===== src/rtl/mux4_rr_feeder.sv =====
// mux4_rr_feeder: buffers one word per channel from four valid/ready inputs and
// presents them to a 4-to-1 mux with a registered round-robin select.
//   clk, rst_n         : clock, asynchronous active-low reset
//   in_valid/in_ready  : per-channel input handshake (in_ready = ~full)
//   in_data0..3        : channel input words
//   d0..d3             : channel holding registers, wired to the mux data inputs
//   sel                : registered mux select
//   out_valid/out_ready: handshake for the word at d[sel]
module mux4_rr_feeder #(
    parameter int W = 2
) (
    input  logic         clk,
    input  logic         rst_n,
    input  logic [3:0]   in_valid,
    input  logic [W-1:0] in_data0,
    input  logic [W-1:0] in_data1,
    input  logic [W-1:0] in_data2,
    input  logic [W-1:0] in_data3,
    output logic [3:0]   in_ready,
    output logic [W-1:0] d0,
    output logic [W-1:0] d1,
    output logic [W-1:0] d2,
    output logic [W-1:0] d3,
    output logic [1:0]   sel,
    output logic         out_valid,
    input  logic         out_ready
);
    typedef enum logic {IDLE, PRESENT} state_t;

    state_t       state_q;
    logic [3:0]   full_q, full_d, in_fire, clr, cand;
    logic [W-1:0] data_q [4];
    logic [W-1:0] in_data [4];
    logic [1:0]   sel_q, last_q, base, pick;
    logic         out_fire;

    assign in_data[0] = in_data0;
    assign in_data[1] = in_data1;
    assign in_data[2] = in_data2;
    assign in_data[3] = in_data3;
    assign d0 = data_q[0];
    assign d1 = data_q[1];
    assign d2 = data_q[2];
    assign d3 = data_q[3];
    assign sel = sel_q;
    assign out_valid = state_q == PRESENT;
    assign in_ready = ~full_q;
    assign in_fire = in_valid & ~full_q;
    assign out_fire = out_valid & out_ready;
    // the word being consumed is freed and is no longer a candidate this cycle
    assign clr = out_fire ? 4'b0001 << sel_q : 4'b0000;
    assign cand = full_q & ~clr;
    assign full_d = cand | in_fire;
    // rotate from the channel just served, otherwise from the last grant
    assign base = out_fire ? sel_q : last_q;

    // walk the offsets from farthest to nearest so the nearest candidate wins
    always_comb begin
        pick = base;
        for (int k = 4; k >= 1; k--) begin
            pick = cand[base + 2'(k)] ? base + 2'(k) : pick;
        end
    end

    always_ff @(posedge clk or negedge rst_n) begin
        if (!rst_n) begin
            state_q <= IDLE;
            full_q  <= 4'b0000;
            sel_q   <= 2'd0;
            last_q  <= 2'd3;
            for (int n = 0; n < 4; n++) data_q[n] <= '0;
        end else begin
            full_q <= full_d;
            for (int n = 0; n < 4; n++) if (in_fire[n]) data_q[n] <= in_data[n];
            if (out_fire) last_q <= sel_q;
            if (state_q == IDLE || out_fire) begin
                state_q <= |cand ? PRESENT : IDLE;
                if (|cand) sel_q <= pick;
            end
        end
    end
endmodule


===== config.mk =====
export PLATFORM = sky130hd
export DESIGN_NAME = mux4_rr_feeder
export DESIGN_NICKNAME = d
export VERILOG_FILES = /design/src/rtl/mux4_rr_feeder.sv
export SDC_FILE = /design/constraint.sdc
export NUM_CORES = 1
export LEC_CHECK = 0
export CAP_MARGIN = 25
export CORE_UTILIZATION = 38
export CTS_CLUSTER_DIAMETER = 150
export DETAILED_ROUTE_END_ITERATION = 6
export PLACE_DENSITY = 0.77
export SLEW_MARGIN = 10
export SYNTH_ARGS = -nofsm -noshare
export SYNTH_HDL_FRONTEND = slang
export SYNTH_SLANG_ARGS = --single-unit

===== constraint.sdc =====
create_clock -name clk -period 1.7 [get_ports clk]
set_clock_uncertainty 0.15 [all_clocks]
set_input_delay 0.51 -clock clk [delete_from_list [all_inputs] [get_ports clk]]
set_output_delay 0.51 -clock clk [all_outputs]
set_load 0.05 [all_outputs]

==> metrics, run 1 <==
Area contributors post-synth dfrtp_1 (46%), mux2_2 (12%), dfstp_2 (6.4%); # fillers approximately 120; Area Overhead vs Synth 93.78%; critical path class flip-flop to flip-flop; largest net degree at the start of global routing 18; CP max-delay cell or4_4; initial drt markers 8; nets@finish 147; Placement Rows 16; Chip Height ~49 um; Register Area approximately 440 um2; register area share after synthesis 0.5190; vias per cell about 5.1; global-route wire length before repair ~3.8 mm; GRT Residual Overflow 0; critical path endpoint category flip-flop; status finished with violations; Fin. Hold Viols 0; clock buffer depth 2; worst skew pair latency approximately 0.29 ns; Netlist cell types 34; Post-synth EDFFs 0; worst path bufs/invs 0; initial antenna violation count 0; Leak about 0.72 nW; htree depth 1; largest stage delay on the critical path 0.51 ns; area of the multi-input gates 431.7 um2; Max Freq 543.1 MHz; WHS 0.3841 ns; fin. max-slew vios 0; die width 48.58 um; number of buffers added on ports 29; Worst Slack Setup Final -0.1412 ns; clk sink count 17; Cells after Synth 73; violated checks setup timing; Relative slew margins 0.8318; area share of the leading cell type in the synthesized netlist 0.4552; #FFs+latches synth 17; CP required roughly 1.8 ns; Hold Path Class input port to asynchronous set/reset pin; vias between 800 and 900; TritonRoute pass-1 iters 4; Syn Area/Cell about 11 um2; Hold-fix buffers, CTS 0; most used flip-flop cell after synthesis dfrtp_1; Crit path max-delay family simple AND/OR/NAND/NOR gates; core box area ~0.002 mm2; vias in the first global route ~840; Placer Congestion between 0.8 and 0.9; GRT Overall Usage 0.2222; PwrDens ~2300 mW/mm2; Worst-Margin Slew between 0.2 and 0.3 ns; Final Util 0.7981; syn nets between 80 and 90; min Tclk post-route ~1.8 ns; WL/cell 15.23 um; CTS tree yes; period utilization 1.083; DP HPWL between 1.5 and 2 mm; Reg clk slew, reported paths about 0.10 ns; RSZ-0062 raised after global routing true; Num CTS Buffers 3; Initial Utilization 0.4119; VDD IR max ~1500 uV; CP Max Fanout 5; CP startpoint kind flip-flop; count leader, synth dfrtp_1; Critical Path, Cell by Cell and4bb_1 -> nor2_2 -> or4_4 -> o311ai_2 -> o22a_1; Max Cap Viol 0; Async S/R FF share, synth 1.000; cell taking the most area after synthesis dfrtp_1; Ant. Diodes 0; Post-DP Area about 0.0015 mm2; total power approximately 3.6 mW; list of most frequent post-synthesis cells dfrtp_1 (15), mux2_2 (9), inv_1 (6); layout cells sized above 1 0.6031; post-route DRC violation count 0; Arr. time, crit path approximately 1.9 ns; antenna-violating nets left 0; YS warnings 0; num ports 30; CTS root buf clkbuf_4; Routed Wire Length about 2.4 mm; cell area after synthesis between 800 and 900 um2; Setup violations, final 3; die area 0.002360 mm2; final instance area ~0.0016 mm2
-- registers in the layout, summed over array words and instances (netlist names) --
| name | flops |
|---|---|
| last_q | 2 |
| d2 | 2 |
| full_q | 4 |
| sel | 2 |
| out_valid | 1 |
| d1 | 2 |
| d0 | 2 |
| d3 | 2 |
-- what timing repair did --
| item | 4_1_cts | 5_1_grt |
|---|---|---|
| cloned | 0 | 0 |
| pin swaps | 3 | 3 |
| resized for setup | 9 | 18 |
| endpoints found under the setup margin | 6 | 8 |
| buffers inserted | 2 | 4 |
-- worst reg2reg max path: stages, from the launching register on --
cell and delay [ns]:
dfrtp_2 0.45, and4bb_1 0.34, nor2_2 0.06, or4_4 0.51, o311ai_2 0.10, o22a_1 0.18
-- path summary, 6_finish.rpt --
kind	startpoint	to	slack (ns)	cells past startpoint
max	sel[0]$_DFFE_PN0P_	sel[0]$_DFFE_PN0P_	-0.14	5
min reg2reg	full_q[1]$_DFF_PN0_	full_q[1]$_DFF_PN0_	0.42	1
min in group clk	full_q[1]$_DFF_PN0_	full_q[1]$_DFF_PN0_	0.42	1
max in group asynchronous	rst_n	last_q[0]$_DFF_PN1_	0.75	2
min	rst_n	out_valid$_DFFE_PN0P_	0.38	2
max reg2reg	sel[0]$_DFFE_PN0P_	sel[0]$_DFFE_PN0P_	-0.14	5
-- metal layers --
metal	vias up	wire, um	global-route usage
met2	23	1254	0.3732
met1	390	973	0.2525
met3	9	81	0.04403
li1	380	-	-
met4	0	96	0.1569
met5	-	0	0
-- layout by cell type (no fill, tap or decap), drive strengths merged, types with 2 or more instances in the layout --
cell | synthesis | layout
nor2b | 4 | 4
o21ai | 2 | 2
mux2 | 9 | 9
dfstp | 2 | 2
nand2 | 3 | 3
clkdlybuf4s50 | 0 | 13
nor2 | 3 | 3
inv | 6 | 6
clkbuf | 1 | 4
buf | 0 | 41
dfrtp | 15 | 15
a21o | 3 | 3
a21oi | 3 | 3
-- kinds of logic (layout without fill, tap and decap cells) --
family | count (synthesis) | in the layout | share of synthesized area
simple gates | 20 | 20 | 0.1442
buf+inv | 7 | 65 | 0.03186
flops | 17 | 17 | 0.5190
mux | 10 | 10 | 0.1351
compound gates | 19 | 19 | 0.1700
-- per-stage QoR --
step | setup WS [ns] | instances | setup TNS, ns
final | -0.1412 | 158 | -0.3033
after global routing | -0.1945 | 158 | -0.4543
after CTS | -0.1164 | 154 | -0.1364
after detailed placement | -0.6821 | 149 | -4.402
after global placement | -0.6679 | 149 | -3.916
after floorplan | -0.1578 | 73 | -0.2204
-- where the power goes --
group	internal [mW]	switching (mW)	total (mW)
Combinational	1.33	1.19	2.53
Clock	0.0913	0.127	0.218
Sequential	0.629	0.227	0.856
Total	2.05	1.55	3.60
-- cell type report --
cell class / count / share of cell area
sequential: 17 / 0.2725
inverter: 6 / 0.01410
timing repair buffer: 55 / 0.4056
multi-input combinational: 49 / 0.2702
clock buffer: 4 / 0.01644
tap: 27 / 0.02114
(Power assumes the default switching activity.)
==> run 2, diff against run 1 <==
==> constraint.sdc (replaced) <==
create_clock -name clk -period 1.7 [get_ports clk]
set_clock_uncertainty 0.15 [all_clocks]
set_input_delay 0.51 -clock clk [delete_from_list [all_inputs] [get_ports clk]]
set_output_delay 0.51 -clock clk [all_outputs]
set_load 0.02 [all_outputs]
==> metrics, run 2 (same netlist as run 1, synthesis figures left out) <==
Reg2Reg Setup Slack -0.07 ns; GRT Overall Usage 0.2040; Largest register FFs 4; most frequent cells in the layout buf_4 (24), clkdlybuf4s50_1 (13), dfrtp_1 (12); largest net degree at the start of global routing 18; num ports 30; CP required ~1.8 ns; nets@finish around 150; violated checks setup timing; DP HPWL between 1.5 and 2 mm; Routed Wire Length between 2 and 2.5 mm; final instance count without filler cells about 160; Hold-fix buffers, CTS 0; Crit path max-delay family simple AND/OR/NAND/NOR gates; Critical Path, Cell by Cell and4bb_1 -> nor2_1 -> or4_1 -> o311ai_1 -> o22a_1; fin. max-slew vios 0; die area roughly 0.0024 mm2; Relative slew margins 0.7702; Top reg by flops full_q; CP max-delay cell or4_1; critical path class flip-flop to flip-flop; Num CTS Buffers 3; die width ~49 um; Placement Rows 16; total power 2.466 mW; core box area 0.002002 mm2; worst path bufs/invs 0; initial antenna violation count 0; area of the multi-input gates slightly below 400 um2; most common cell after layout, fill and taps aside buf_4; Max Cap Viol 0; number of buffers added on ports 29; Fin. Hold Viols 0; antenna-violating nets left 0; post-route DRC violation count 0; RSZ-0062 raised after global routing true; Setup violations, final 2; CP Max Fanout 6; CP startpoint kind flip-flop; worst skew pair latency approximately 0.29 ns; Worst-Margin Slew 0.3447 ns; clk sink count 17; Initial Utilization 0.4119; # fillers 175; DP Cell Count 150; Max Freq around 570 MHz; initial drt markers 13; WL/cell ~13 um; Leak 0.6324 nW; Chip Height slightly below 50 um; vias between 700 and 800; Register Area approximately 430 um2; Area Overhead vs Synth 63.43%; htree depth 1; Arr. time, crit path ~1.9 ns; Hold Path Class flip-flop to flip-flop; largest stage delay on the critical path 0.49 ns; GRT Residual Overflow 0; Worst Slack Setup Final -0.06858 ns; CTS tree yes; vias per cell approximately 5.0; Ant. Diodes 0; TritonRoute pass-1 iters 4; critical path endpoint category flip-flop; global-route wire length before repair 3.650 mm; Reg clk slew, reported paths roughly 0.10 ns; CTS root buf clkbuf_4; VDD IR max ~1100 uV; min Tclk post-route roughly 1.8 ns; period utilization 1.040; status finished with violations; clock buffer depth 2; Placer Congestion approximately 0.84; vias in the first global route 793; PwrDens 1830 mW/mm2; layout cells sized above 1 0.4496; WHS between 0.3 and 0.4 ns
==> run 2: final cells by class <==
type	instances	share of cell area
Multi-Input combinational cell	49	0.2897
Clock buffer	4	0.01950
Inverter	6	0.01671
Sequential cell	17	0.3203
Tap cell	27	0.02507
Timing Repair Buffer	53	0.3287
==> run 2: final timing paths <==
check                                   startpoint                   to  depth (start not counted)
max in group asynchronous                    rst_n  last_q[1]$_DFF_PN1_                          2
worst max-delay path            sel[0]$_DFFE_PN0P_   sel[0]$_DFFE_PN0P_                          5
worst min register to register   d1[0]$_DFFE_PN0P_    d1[0]$_DFFE_PN0P_                          1
worst max register to register  sel[0]$_DFFE_PN0P_   sel[0]$_DFFE_PN0P_                          5
min in group asynchronous                    rst_n  full_q[1]$_DFF_PN0_                          2
worst min-delay path             d1[0]$_DFFE_PN0P_    d1[0]$_DFFE_PN0P_                          1
==> run 2: power breakdown <==
group / internal, mW / switching, mW / leakage (nW) / total [mW]
Clock: 0.0912 / 0.124 / 0.0150 / 0.216
Sequential: 0.620 / 0.123 / 0.188 / 0.743
Combinational: 0.796 / 0.711 / 0.429 / 1.51
==> run 2: what timing repair did <==
item	4_1_cts	5_1_grt
gates resized for setup	36	10
buffers inserted	0	2
endpoints found under the hold margin	0	0
pin swaps	0	1
setup endpoints to repair	20	11
==> run 2: per-layer routing <==
layer	part of all wire	routed length, um	GRT usage
met1	0.45	936	0.2566
met2	0.50	1035	0.3122
met3	0.043	90	0.05031
met4	0.012	25	0.1324
met5	0	0	0
==> run 2: metrics by stage <==
| step | TNS [ns] | instance area, um2 | worst slack, ns | utilization |
|---|---|---|---|---|
| after floorplan | -0.06261 | 828.3 | -0.06261 | - |
| after global placement | -3.889 | 1314 | -0.6553 | 0.6563 |
| after detailed placement | -4.283 | 1314 | -0.7020 | 0.6563 |
| after CTS | -0.1367 | 1354 | -0.07120 | 0.6763 |
| after global routing | -0.2515 | 1348 | -0.1302 | 0.6731 |
| final | -0.1131 | 1348 | -0.06858 | 0.6731 |
==> run 3, diff against run 2 <==
--- a/config.mk
+++ b/config.mk
@@ -10,6 +10,7 @@
 export CTS_CLUSTER_DIAMETER = 150
 export DETAILED_ROUTE_END_ITERATION = 6
 export PLACE_DENSITY = 0.77
+export RECOVER_POWER = 50
 export SLEW_MARGIN = 10
 export SYNTH_ARGS = -nofsm -noshare
 export SYNTH_HDL_FRONTEND = slang
==> metrics, run 3 (same netlist as run 1, synthesis figures left out) <==
die area ~0.0024 mm2; Arr. time, crit path 1.84 ns; Placer Congestion ~0.84; clk sink count 17; most common cell after layout, fill and taps aside buf_4; Ant. Diodes 0; Hold-fix buffers, CTS 0; WL/cell 13.52 um; WHS 0.3593 ns; GRT Overall Usage 0.2040; min Tclk post-route around 1.8 ns; critical path endpoint category flip-flop; critical path class flip-flop to flip-flop; Area Overhead vs Synth 63.13%; Worst-Margin Slew ~0.43 ns; GRT Residual Overflow 0; Max Freq 566.4 MHz; Place WS -0.7020 ns; CTS root buf clkbuf_4; Critical Path, Cell by Cell and4bb_1 -> nor2_1 -> or4_1 -> o311ai_1 -> o22a_1; initial antenna violation count 0; clock buffer depth 2; largest net degree at the start of global routing 18; Routed Wire Length 2.109 mm; Top reg by flops full_q; VDD IR max about 1100 uV; num ports 30; Hold Path Class flip-flop to flip-flop; CP startpoint kind flip-flop; Placement Rows 16; CP Max Fanout 6; largest stage delay on the critical path 0.49 ns; Initial Utilization 0.4119; Leak between 0.6 and 0.7 nW; Chip Height 48.58 um; Largest register FFs 4; layout cells sized above 1 0.4496; RSZ-0062 raised after global routing true; Reg clk slew, reported paths 0.10 ns; violated checks setup timing; CP max-delay cell or4_1; number of buffers added on ports 29; period utilization 1.039; CP required roughly 1.8 ns; Fin. Hold Viols 0; initial drt markers 13; Worst Slack Setup Final -0.06550 ns; DP HPWL between 1.5 and 2 mm; Final Util 0.6719; PwrDens roughly 1800 mW/mm2; antenna-violating nets left 0; total power about 2.5 mW; vias in the first global route slightly below 800; core box area around 0.0020 mm2; TritonRoute pass-1 iters 4; worst skew pair latency between 0.2 and 0.3 ns; die width a little under 50 um; vias per cell approximately 5.0; Num CTS Buffers 3; Max Cap Viol 0; htree depth 1; status finished with violations; fin. max-slew vios 0; final instance count without filler cells approximately 160; global-route wire length before repair around 3.7 mm; nets@finish between 100 and 150; most frequent cells in the layout buf_4 (22), dfrtp_1 (12), clkdlybuf4s50_1 (12); Setup violations, final 2; vias a little under 800; post-route DRC violation count 0; Relative slew margins 0.7137; CTS tree yes; DP Cell Count 150
==> run 3: area by class of cell <==
type	count	area, um2
multi-input cells	49	390.4
well taps	27	33.78
inverters	6	22.52
flip-flops and latches	17	431.7
repair buffers	53	440.4
clock buffers	4	26.28
fillers	175	656.9
==> run 3: metrics by stage <==
| stage | cell area, um2 | TNS [ns] |
|---|---|---|
| after floorplan | 828.3 | -0.06261 |
| after global placement | 1314 | -3.889 |
| after detailed placement | 1314 | -4.283 |
| after CTS | 1354 | -0.1367 |
| after global routing | 1345 | -0.2515 |
| final | 1345 | -0.1111 |
==> run 3: report_power, final <==
group | switching, mW | internal (mW) | total, mW
logic | 0.713 | 0.794 | 1.51
registers | 0.124 | 0.620 | 0.744
clock network | 0.125 | 0.0912 | 0.216
==> run 3: final timing paths <==
check / from / endpoint / slack, ns / cells past startpoint
min reg2reg: d1[0]$_DFFE_PN0P_ / d1[0]$_DFFE_PN0P_ / 0.36 / 1
max: sel[0]$_DFFE_PN0P_ / sel[0]$_DFFE_PN0P_ / -0.07 / 5
max reg2reg: sel[0]$_DFFE_PN0P_ / sel[0]$_DFFE_PN0P_ / -0.07 / 5
min: d1[0]$_DFFE_PN0P_ / d1[0]$_DFFE_PN0P_ / 0.36 / 1
max in group asynchronous: rst_n / last_q[1]$_DFF_PN1_ / 0.53 / 2
min in group asynchronous: rst_n / full_q[1]$_DFF_PN0_ / 0.54 / 2
==> run 3: repair_timing <==
| action | CTS | global route |
|---|---|---|
| pin swaps | 0 | 1 |
| setup buffers | 0 | 2 |
| endpoints found under the setup margin | 20 | 11 |
| gates resized for setup | 36 | 10 |
==> run 3: worst max-delay path: cells and delay by family (launching register included) <==
kind	cells	cell delay [ns]
AOI/OAI and AO/OA	2	0.26
and+or+nand+nor	3	0.86
DFF	1	0.45
==> run 3: layer usage <==
layer | routed length [um] | vias to the layer above | track usage
li1 | - | 380 | -
met4 | 24 | 0 | 0.1324
met1 | 954 | 372 | 0.2566
met5 | 0 | - | 0
met3 | 85 | 4 | 0.05031
met2 | 1045 | 27 | 0.3122
